<file path="src/rtl/alu_pkg.sv">
// Shared constants and types for the ALU operand-issue path: ALU control codes,
// MIPS opcode/funct encodings and the buffered entry layout.
package alu_pkg;

   localparam int ALU_DATA_W = 32;
   localparam int ALU_CTRL_W = 3;

   localparam logic [ALU_CTRL_W-1:0] ALU_AND = 3'b000;
   localparam logic [ALU_CTRL_W-1:0] ALU_OR  = 3'b001;
   localparam logic [ALU_CTRL_W-1:0] ALU_ADD = 3'b010;
   localparam logic [ALU_CTRL_W-1:0] ALU_SUB = 3'b110;
   localparam logic [ALU_CTRL_W-1:0] ALU_SLT = 3'b111;

   localparam logic [5:0] OP_RTYPE = 6'b000000;
   localparam logic [5:0] OP_LW    = 6'b100011;
   localparam logic [5:0] OP_SW    = 6'b101011;
   localparam logic [5:0] OP_ADDI  = 6'b001000;
   localparam logic [5:0] OP_BEQ   = 6'b000100;

   localparam logic [5:0] FN_ADD = 6'b100000;
   localparam logic [5:0] FN_SUB = 6'b100010;
   localparam logic [5:0] FN_AND = 6'b100100;
   localparam logic [5:0] FN_OR  = 6'b100101;
   localparam logic [5:0] FN_SLT = 6'b101010;

   typedef struct packed {
      logic [ALU_CTRL_W-1:0] code;
      logic [ALU_DATA_W-1:0] srca;
      logic [ALU_DATA_W-1:0] srcb;
      logic                  illegal;
   } entry_t;

endpackage

</file>
<file path="src/rtl/alu_op_decode.sv">
// Combinational decode of opcode/funct into the ALU control code, plus operand
// selection (register rt or sign-extended 16-bit immediate for I-type).
module alu_op_decode
   import alu_pkg::*;
#(
   parameter int DATA_W = ALU_DATA_W,
   parameter int CTRL_W = ALU_CTRL_W
) (
   input  logic [DATA_W-1:0] instr,
   input  logic [DATA_W-1:0] rs_val,
   input  logic [DATA_W-1:0] rt_val,
   output logic [CTRL_W-1:0] code,
   output logic [DATA_W-1:0] srca,
   output logic [DATA_W-1:0] srcb,
   output logic              illegal
);

   logic [5:0]        opcode;
   logic [5:0]        funct;
   logic [DATA_W-1:0] imm_sext;
   logic              unused_fields;

   assign opcode        = instr[31:26];
   assign funct         = instr[5:0];
   assign imm_sext      = {{(DATA_W-16){instr[15]}}, instr[15:0]};
   assign unused_fields = ^instr[25:16];
   assign srca          = rs_val;

   always_comb begin
      // Unsupported encodings still issue as ADD on rt so the datapath stays defined.
      code    = ALU_ADD;
      srcb    = rt_val;
      illegal = 1'b1;
      case (opcode)
         OP_RTYPE: begin
            illegal = 1'b0;
            case (funct)
               FN_ADD:  code = ALU_ADD;
               FN_SUB:  code = ALU_SUB;
               FN_AND:  code = ALU_AND;
               FN_OR:   code = ALU_OR;
               FN_SLT:  code = ALU_SLT;
               default: illegal = 1'b1;
            endcase
         end
         OP_LW, OP_SW, OP_ADDI: begin
            illegal = 1'b0;
            srcb    = imm_sext;
         end
         OP_BEQ: begin
            illegal = 1'b0;
            code    = ALU_SUB;
         end
         default: ;
      endcase
   end

endmodule

</file>
<file path="src/rtl/alu_op_issue.sv">
// Issue stage between register read and execute: decodes at accept time and
// holds up to two finished entries in a skid FIFO in front of the ALU.
module alu_op_issue
   import alu_pkg::*;
#(
   parameter int DATA_W = ALU_DATA_W,
   parameter int CTRL_W = ALU_CTRL_W
) (
   input  logic              clk,
   input  logic              rst_n,
   input  logic              flush,
   input  logic              in_valid,
   output logic              in_ready,
   input  logic [DATA_W-1:0] instr,
   input  logic [DATA_W-1:0] rs_val,
   input  logic [DATA_W-1:0] rt_val,
   output logic              out_valid,
   input  logic              out_ready,
   output logic [CTRL_W-1:0] inputULA,
   output logic [DATA_W-1:0] srca,
   output logic [DATA_W-1:0] srcb,
   output logic              illegal
);

   // Handshake: a transfer happens on a rising edge where valid && ready are both
   // high; in_ready comes only from registered state, never from out_ready.

   entry_t      mem_q [2];
   entry_t      mem_d [2];
   logic        wr_ptr_q, wr_ptr_d;
   logic        rd_ptr_q, rd_ptr_d;
   logic [1:0]  count_q, count_d;
   logic        en_q, en_d;

   entry_t      dec_entry;
   entry_t      head;
   logic        push;
   logic        pop;

   alu_op_decode #(
      .DATA_W (DATA_W),
      .CTRL_W (CTRL_W)
   ) u_decode (
      .instr   (instr),
      .rs_val  (rs_val),
      .rt_val  (rt_val),
      .code    (dec_entry.code),
      .srca    (dec_entry.srca),
      .srcb    (dec_entry.srcb),
      .illegal (dec_entry.illegal)
   );

   assign out_valid = (count_q != 2'd0);
   // en_q holds in_ready low until the first edge after reset release.
   assign in_ready  = en_q && (count_q != 2'd2);
   assign push      = in_valid && in_ready;
   assign pop       = out_valid && out_ready;
   assign head      = mem_q[rd_ptr_q];

   assign inputULA = out_valid ? head.code    : '0;
   assign srca     = out_valid ? head.srca    : '0;
   assign srcb     = out_valid ? head.srcb    : '0;
   assign illegal  = out_valid ? head.illegal : 1'b0;

   always_comb begin
      mem_d    = mem_q;
      wr_ptr_d = wr_ptr_q;
      rd_ptr_d = rd_ptr_q;
      count_d  = count_q;
      en_d     = 1'b1;
      if (flush) begin
         wr_ptr_d = 1'b0;
         rd_ptr_d = 1'b0;
         count_d  = 2'd0;
      end else begin
         if (push) begin
            mem_d[wr_ptr_q] = dec_entry;
            wr_ptr_d        = ~wr_ptr_q;
         end
         if (pop) begin
            rd_ptr_d = ~rd_ptr_q;
         end
         case ({push, pop})
            2'b10:   count_d = count_q + 2'd1;
            2'b01:   count_d = count_q - 2'd1;
            default: ;
         endcase
      end
   end

   always_ff @(posedge clk or negedge rst_n) begin
      if (!rst_n) begin
         mem_q[0] <= '0;
         mem_q[1] <= '0;
         wr_ptr_q <= 1'b0;
         rd_ptr_q <= 1'b0;
         count_q  <= 2'd0;
         en_q     <= 1'b0;
      end else begin
         mem_q[0] <= mem_d[0];
         mem_q[1] <= mem_d[1];
         wr_ptr_q <= wr_ptr_d;
         rd_ptr_q <= rd_ptr_d;
         count_q  <= count_d;
         en_q     <= en_d;
      end
   end

endmodule

</file>
<file path="config.mk">
export PLATFORM = sky130hd
export DESIGN_NAME = alu_op_issue
export DESIGN_NICKNAME = d
export VERILOG_FILES = /design/src/rtl/alu_pkg.sv /design/src/rtl/alu_op_decode.sv /design/src/rtl/alu_op_issue.sv
export SDC_FILE = /design/constraint.sdc
export NUM_CORES = 1
export LEC_CHECK = 0
export BUFFER_PORTS_ARGS = -buffer_cell sky130_fd_sc_hd__buf_4
export CAP_MARGIN = 25
export CELL_PAD_IN_SITES_DETAIL_PLACEMENT = 1
export CELL_PAD_IN_SITES_GLOBAL_PLACEMENT = 1
export CORE_ASPECT_RATIO = 0.5
export CORE_MARGIN = 2
export CORE_UTILIZATION = 44
export CTS_CLUSTER_SIZE = 28
export DETAILED_ROUTE_END_ITERATION = 12
export GPL_ROUTABILITY_DRIVEN = 0
export PLACE_DENSITY_LB_ADDON = 0.1
export SLEW_MARGIN = 10
export SYNTH_ARGS = -nofsm -noshare
export SYNTH_HDL_FRONTEND = slang
export SYNTH_SLANG_ARGS = --single-unit
</file>
<file path="constraint.sdc">
create_clock -name clk -period 4.04 [get_ports clk]
set_input_delay 0.404 -clock clk [delete_from_list [all_inputs] [get_ports clk]]
set_output_delay 0.404 -clock clk [all_outputs]
set_load 0.01 [all_outputs]
</file>
==> results of run 1 <==
-- registers in the layout (all words and copies together), names as in the netlist --
signal    cells
mem_q       136
wr_ptr_q      1
rd_ptr_q      1
en_q          1
count_q       2
-- layout by cell type, fill, tap and decap left out, types with 2 or more instances in the layout --
master and instances:
nor3_1 3, nand3_1 3, bufinv_16 2, mux2_2 36
clkinv_4 5, o21a_1 3, nand2_1 121, a21oi_2 10
dfrtp_1 140, clkinvlp_4 3, a21oi_1 58, buf_4 172
clkbuf_16 17, nor2b_1 4, clkbuf_1 2, mux2i_1 83
nor2_1 138, inv_1 4
-- synthesized netlist by cell type (3+ instances only) --
cell and n:
dfrtp_1 141, nor2_1 139, nand2_1 121, mux2i_1 83
a21oi_1 58, mux2_2 36, buf_2 20, a21oi_2 10
clkbuf_1 10, buf_4 9, buf_6 4, inv_1 4
nor2b_1 4, nand3_1 3, nor3_1 3, o21a_1 3
-- worst max-delay path, cell delays in order (launching register included) --
cell	delay, ns
dfrtp_1	0.46
nor2_4	0.75
buf_4	0.40
nor2_1	0.11
buf_4	0.15
-- metrics by stage --
stage / instance area [um2] / std cells / setup WS [ns]
final: 8630 / 1035 / 1.34
after floorplan: 6690 / 674 / 2.29
after global placement: 8010 / 1001 / 1.71
after global routing: 8630 / 1035 / 1.21
after detailed placement: 8010 / 1001 / 1.68
after CTS: 8590 / 1033 / 1.29
-- metal layers --
layer,global-route usage [%],up-vias,wire [um]
li1,-,2536,-
met1,28.9,2668,7830
met2,40.0,114,8890
met3,5.40,9,989
met4,5.56,0,112
met5,0,-,0
-- worst max-delay path by stage --
stage | startpoint | end | slack, ns | cells after the start
2_1_floorplan | count_q[0] | srcb[21] | 2.29 | 4
3_3_place_gp | flush | mem_q[89] | 1.71 | 5
3_5_place_dp | flush | mem_q[89] | 1.68 | 5
4_1_cts | count_q[0] | srcb[18] | 1.29 | 4
5_1_grt | count_q[0] | srcb[2] | 1.21 | 4
6_report | count_q[0] | srcb[18] | 1.34 | 4
-- final cells by class --
class	count	area, um2	area share, %
Clock inverter	12	140	1.62
Multi-Input combinational cell	485	2910	33.7
Timing Repair Buffer	175	1340	15.5
Tap cell	198	248	2.87
Inverter	4	15.0	0.174
Clock buffer	20	447	5.18
Sequential cell	141	3530	40.9
-- power by group --
group / internal, mW / switching (mW) / total, mW
sequential: 1.78 / 0.212 / 1.99
combinational: 0.450 / 0.436 / 0.887
clock: 0.931 / 0.615 / 1.55
total: 3.16 / 1.26 / 4.42
-- kinds of logic after synthesis --
logic type	synth area share [%]
and+or+nand+nor	17.3
DFF	52.8
muxes	18.5
AOI/OAI and AO/OA	7.06
buffers and inverters	4.02
xor gates and xnor gates	0.262
other	0.0561
==> results.toml, run 1 <==
[sta]
hold_slack_ns = 0.188
tightest_slew_ns = 0.996
relSlewSlack_pct = 33.6
hold_violations = 0
maxSlewViolCount = 0
fin_crit_sh_pct = 66.9
skew_ns = 0.0108
setup_tns_ns = 0
clock.fmax_ghz = 0.370
setup_viol = 0
rsz0062_at_grt = "false"
period_minus_slack_ns = 2.70

[power]
p_leak_nw = 4.09
total_power_mw = 4.42
vdd_drop_max_mv = 0.284
p_per_area_mw_per_mm2 = 513

[floorplan]
io_pins = 171
fp.dieH_um = 91.2
dieArea_mm2 = 0.0163
core_mm2 = 0.0147
initial_core_util_pct = 45.6
std_cell_rows = 31
die_x_um = 178

[clocking]
clock-sinks = 141
cts_buffers = 17
postCtsSetupBuffers = 0
clock_path_buffers = 2
cts_hold_buffers = 0
clkSlewWorstSetupHoldPaths_ns = 0.06
post_cts_resized = 0
h-tree-depth = 4
clockRootBuffer = "clkbuf_16"
insertion_delay_ns = 0.41
cts_tree = "done"

[synthesis]
synthFlopType = "dfrtp_1"
synth_nets = 775
yosys.area.top_type_share_pct = 52.8
synth-seq-cells = 141
syn_avg_cell_area_um2 = 9.92
synthCells = 674
synth_area_leaders = "dfrtp_1, mux2i_1, nor2_1"
synth_edf_count = 0
ys_types = 42
ys_seq_area_share_pct = 52.8
yosysTopAreaCell = "dfrtp_1"
ys.warnings.count = 0
synth_async_sr_flop_share_pct = 100
synthesis.area_mm2 = 0.00669

[grt]
grt_pass1_wl_um = 29300
grt_max_degree = 106
first_global_vias = 5856
grt_overflow = 0
grt.total_usage_pct = 23.0
antenna_found_initial = 0

[layout]
num-fill-cells = 1676
fin_nets = 925
postLayoutCoreUtil_pct = 58.9
antennaDiodeCount = 0
synthToLayoutAreaGrowth_pct = 29.1
drive_gt1_share_pct = 31.1

[setup_path]
critPathKind = "flip-flop to output port"
timing.rr.end = "mem_q[87]"
path_max_fanout = 34
reg2reg_depth = 4
r2r_start = "count_q[0]"
worstSetupEndpointType = "output port"
critPathLaunchType = "flip-flop"
worstPathArrival_ns = 2.30
required_ns = 3.64
reg2reg_slack_ns = 1.72

[status]
status = "completed"

[hold_path]
min_path_type = "input pin to flip-flop"
hold_depth = 2
min_to = "rd_ptr_q"
hp-start = "flush"

[route]
drc = 0
vias_per_cell = 5.15
routedWlPerCell_um = 17.2
drt_iter0_drc = 220
drt-total-wl_um = 17800
drt_first_pass_iters = 4
postRouteAntennaNets = 0
routed-via-count = 5327

[placed_design]
dp_hpwl_um = 11700
portBuffers = 160

[run]
drv_cap = 0
Power figures use the tool's default switching activity.
==> run 2, diff against run 1 <==
Settings changed: CORE_UTILIZATION 44 to 36.
Clock period 4.04 ns to 2.2 ns, I/O delays scaled along.
==> run 2 against run 1 <==
- non-clock buffer count up 35
- sequential power grew 82%
- critical path depth unchanged
- global-route usage shrank 3.0 points
- final area is 6.2% higher
- combinational power increased by 94%
- cell count grew 7.4%
- flip-flop and latch count did not move
- hold slack worse by 0.17 ns
- core utilization down 8.8 points
- setup slack lost 1.2 ns
- routed wire length up 4.4%
- largest cell class unchanged
- highest routed layer unchanged
==> results.toml, run 2 (synthesis results as in run 1) <==
[sta]
relSlewSlack_pct = 60.2
period_minus_slack_ns = 2.05
tightest_slew_ns = 0.597
rsz0062_at_grt = "false"
skew_ns = 0.00749
fin_crit_sh_pct = 93.1
setup_viol = 0
maxSlewViolCount = 0
setup_tns_ns = 0
clock.fmax_ghz = 0.488
hold_violations = 0

[route]
met2WireLength_um = 9020
drt_first_pass_iters = 4
drt_iter0_drc = 190
drc = 0
top_layer = "met4"
drt-total-wl_um = 18600
routed-via-count = 5476
vias_per_cell = 4.92
met1_length_um = 8760
wl_met3_um = 724
postRouteAntennaNets = 0
routedWlPerCell_um = 16.7

[placed_design]
dp_cells = 1052
portBuffers = 160
postPlaceCellArea_mm2 = 0.00823
dp_hpwl_um = 12200

[floorplan]
core_mm2 = 0.0183
dieArea_mm2 = 0.0197
std_cell_rows = 35
fp.dieH_um = 100
io_pins = 171
die_x_um = 197
initial_core_util_pct = 36.5

[layout]
final_common_cell = "buf_4"
num-fill-cells = 2038
fin_nets = 960
synthToLayoutAreaGrowth_pct = 37.1
postLayoutCoreUtil_pct = 50.1
reg_top3 = "mem_q (136), count_q (2)"
final_cells = 1112
antennaDiodeCount = 0
largest_reg_flops = 136
layout_common_cells = "buf_4, dfrtp_1, nor2_1, nand2_1, mux2i_1"
drive_gt1_share_pct = 30.8
max_flop_register = "mem_q"
final_area_mm2 = 0.00916

[setup_path]
critPathSlowestCell = "dfrtp_1"
required_ns = 1.98
worstPathArrival_ns = 1.83
critPathLaunchType = "flip-flop"
worstSetupEndpointType = "output port"
path_max_fanout = 35
critPathTopFamily = "simple AND/OR/NAND/NOR gates"
critPathMaxStageDelay_ns = 0.45
critPathKind = "flip-flop to output port"
crit_chain = "nor2_4, buf_12, nor2_1, buf_4"
path_buf_inv = 2
reg2reg_slack_ns = 0.37

[clocking]
cts_buffers = 17
insertion_delay_ns = 0.42
h-tree-depth = 4
clkSlewWorstSetupHoldPaths_ns = 0.06
cts_tree = "done"
clock_path_buffers = 2
clock-sinks = 141
clockRootBuffer = "clkbuf_16"

[grt]
grt_overflow = 0
grt_pass1_wl_um = 30600
antenna_found_initial = 0
first_global_vias = 5887
grt_max_degree = 60
grt.total_usage_pct = 20.0

[power]
total_power_mw = 8.53
vdd_drop_max_mv = 0.689
p_per_area_mw_per_mm2 = 931
p_leak_nw = 4.31

[run]
drv_cap = 0

[hold_path]
min_path_type = "input pin to flip-flop"

[status]
status = "completed"
==> run 2: cell types whose count changed in the layout (fill, tap and decap cells not counted), sizes merged <==
cell         previous run  this run
buf                   174       182
bufinv                  2         5
clkbuf                 20        19
clkinv                  6         5
clkinvlp                3         2
dlygate4sd3             1        28
==> run 2: timing repair <==
action | 4_1_cts | 5_1_grt
gates resized for setup | 0 | 0
hold buffers | 28 | 0
hold endpoints to repair | 85 | 0
buffers inserted | 0 | 0
==> run 2: worst paths after layout <==
check | startpoint | endpoint | depth (start not counted)
min in group asynchronous | rst_n | mem_q[5] | 2
worst max register to register | count_q[0] | mem_q[102] | 4
worst max-delay path | count_q[0] | srcb[12] | 4
worst min register to register | mem_q[40] | mem_q[40] | 2
max in group asynchronous | rst_n | mem_q[30] | 3
worst min-delay path | rs_val[2] | mem_q[35] | 3
==> run 2: metal layers <==
metal / up-vias / global-route usage (%)
met5: - / 0
met4: 0 / 4.68
met3: 11 / 4.94
met2: 85 / 33.6
met1: 2759 / 26.3
li1: 2621 / -
==> run 2: metrics by stage <==
stage / hold slack [ns] / setup WS [ns]
final: 0.0151 / 0.153
after global placement: 0.238 / 0.404
after CTS: 0.000148 / 0.112
after global routing: 0.00340 / 0.0637
after floorplan: -0.0756 / 0.630
after detailed placement: 0.240 / 0.351
==> run 2: layout make-up <==
type	instances	area, um2	area share, %
clock buffers	19	443	4.83
clock inverters	13	214	2.34
inverters	4	15.0	0.164
multi-input cells	485	2910	31.7
flip-flops and latches	141	3530	38.5
well taps	240	300	3.28
repair buffers	210	1750	19.1
==> run 2: worst min-delay path, cell delays in order <==
cell     delay, ns
buf_4         0.09
nand2_1       0.04
nand2_1       0.05
==> run 2: report_power, final <==
part           total (mW)  internal [mW]  switching [mW]
Sequential           3.62           3.27           0.352
Clock                3.20           2.05            1.15
Combinational        1.72          0.882           0.836
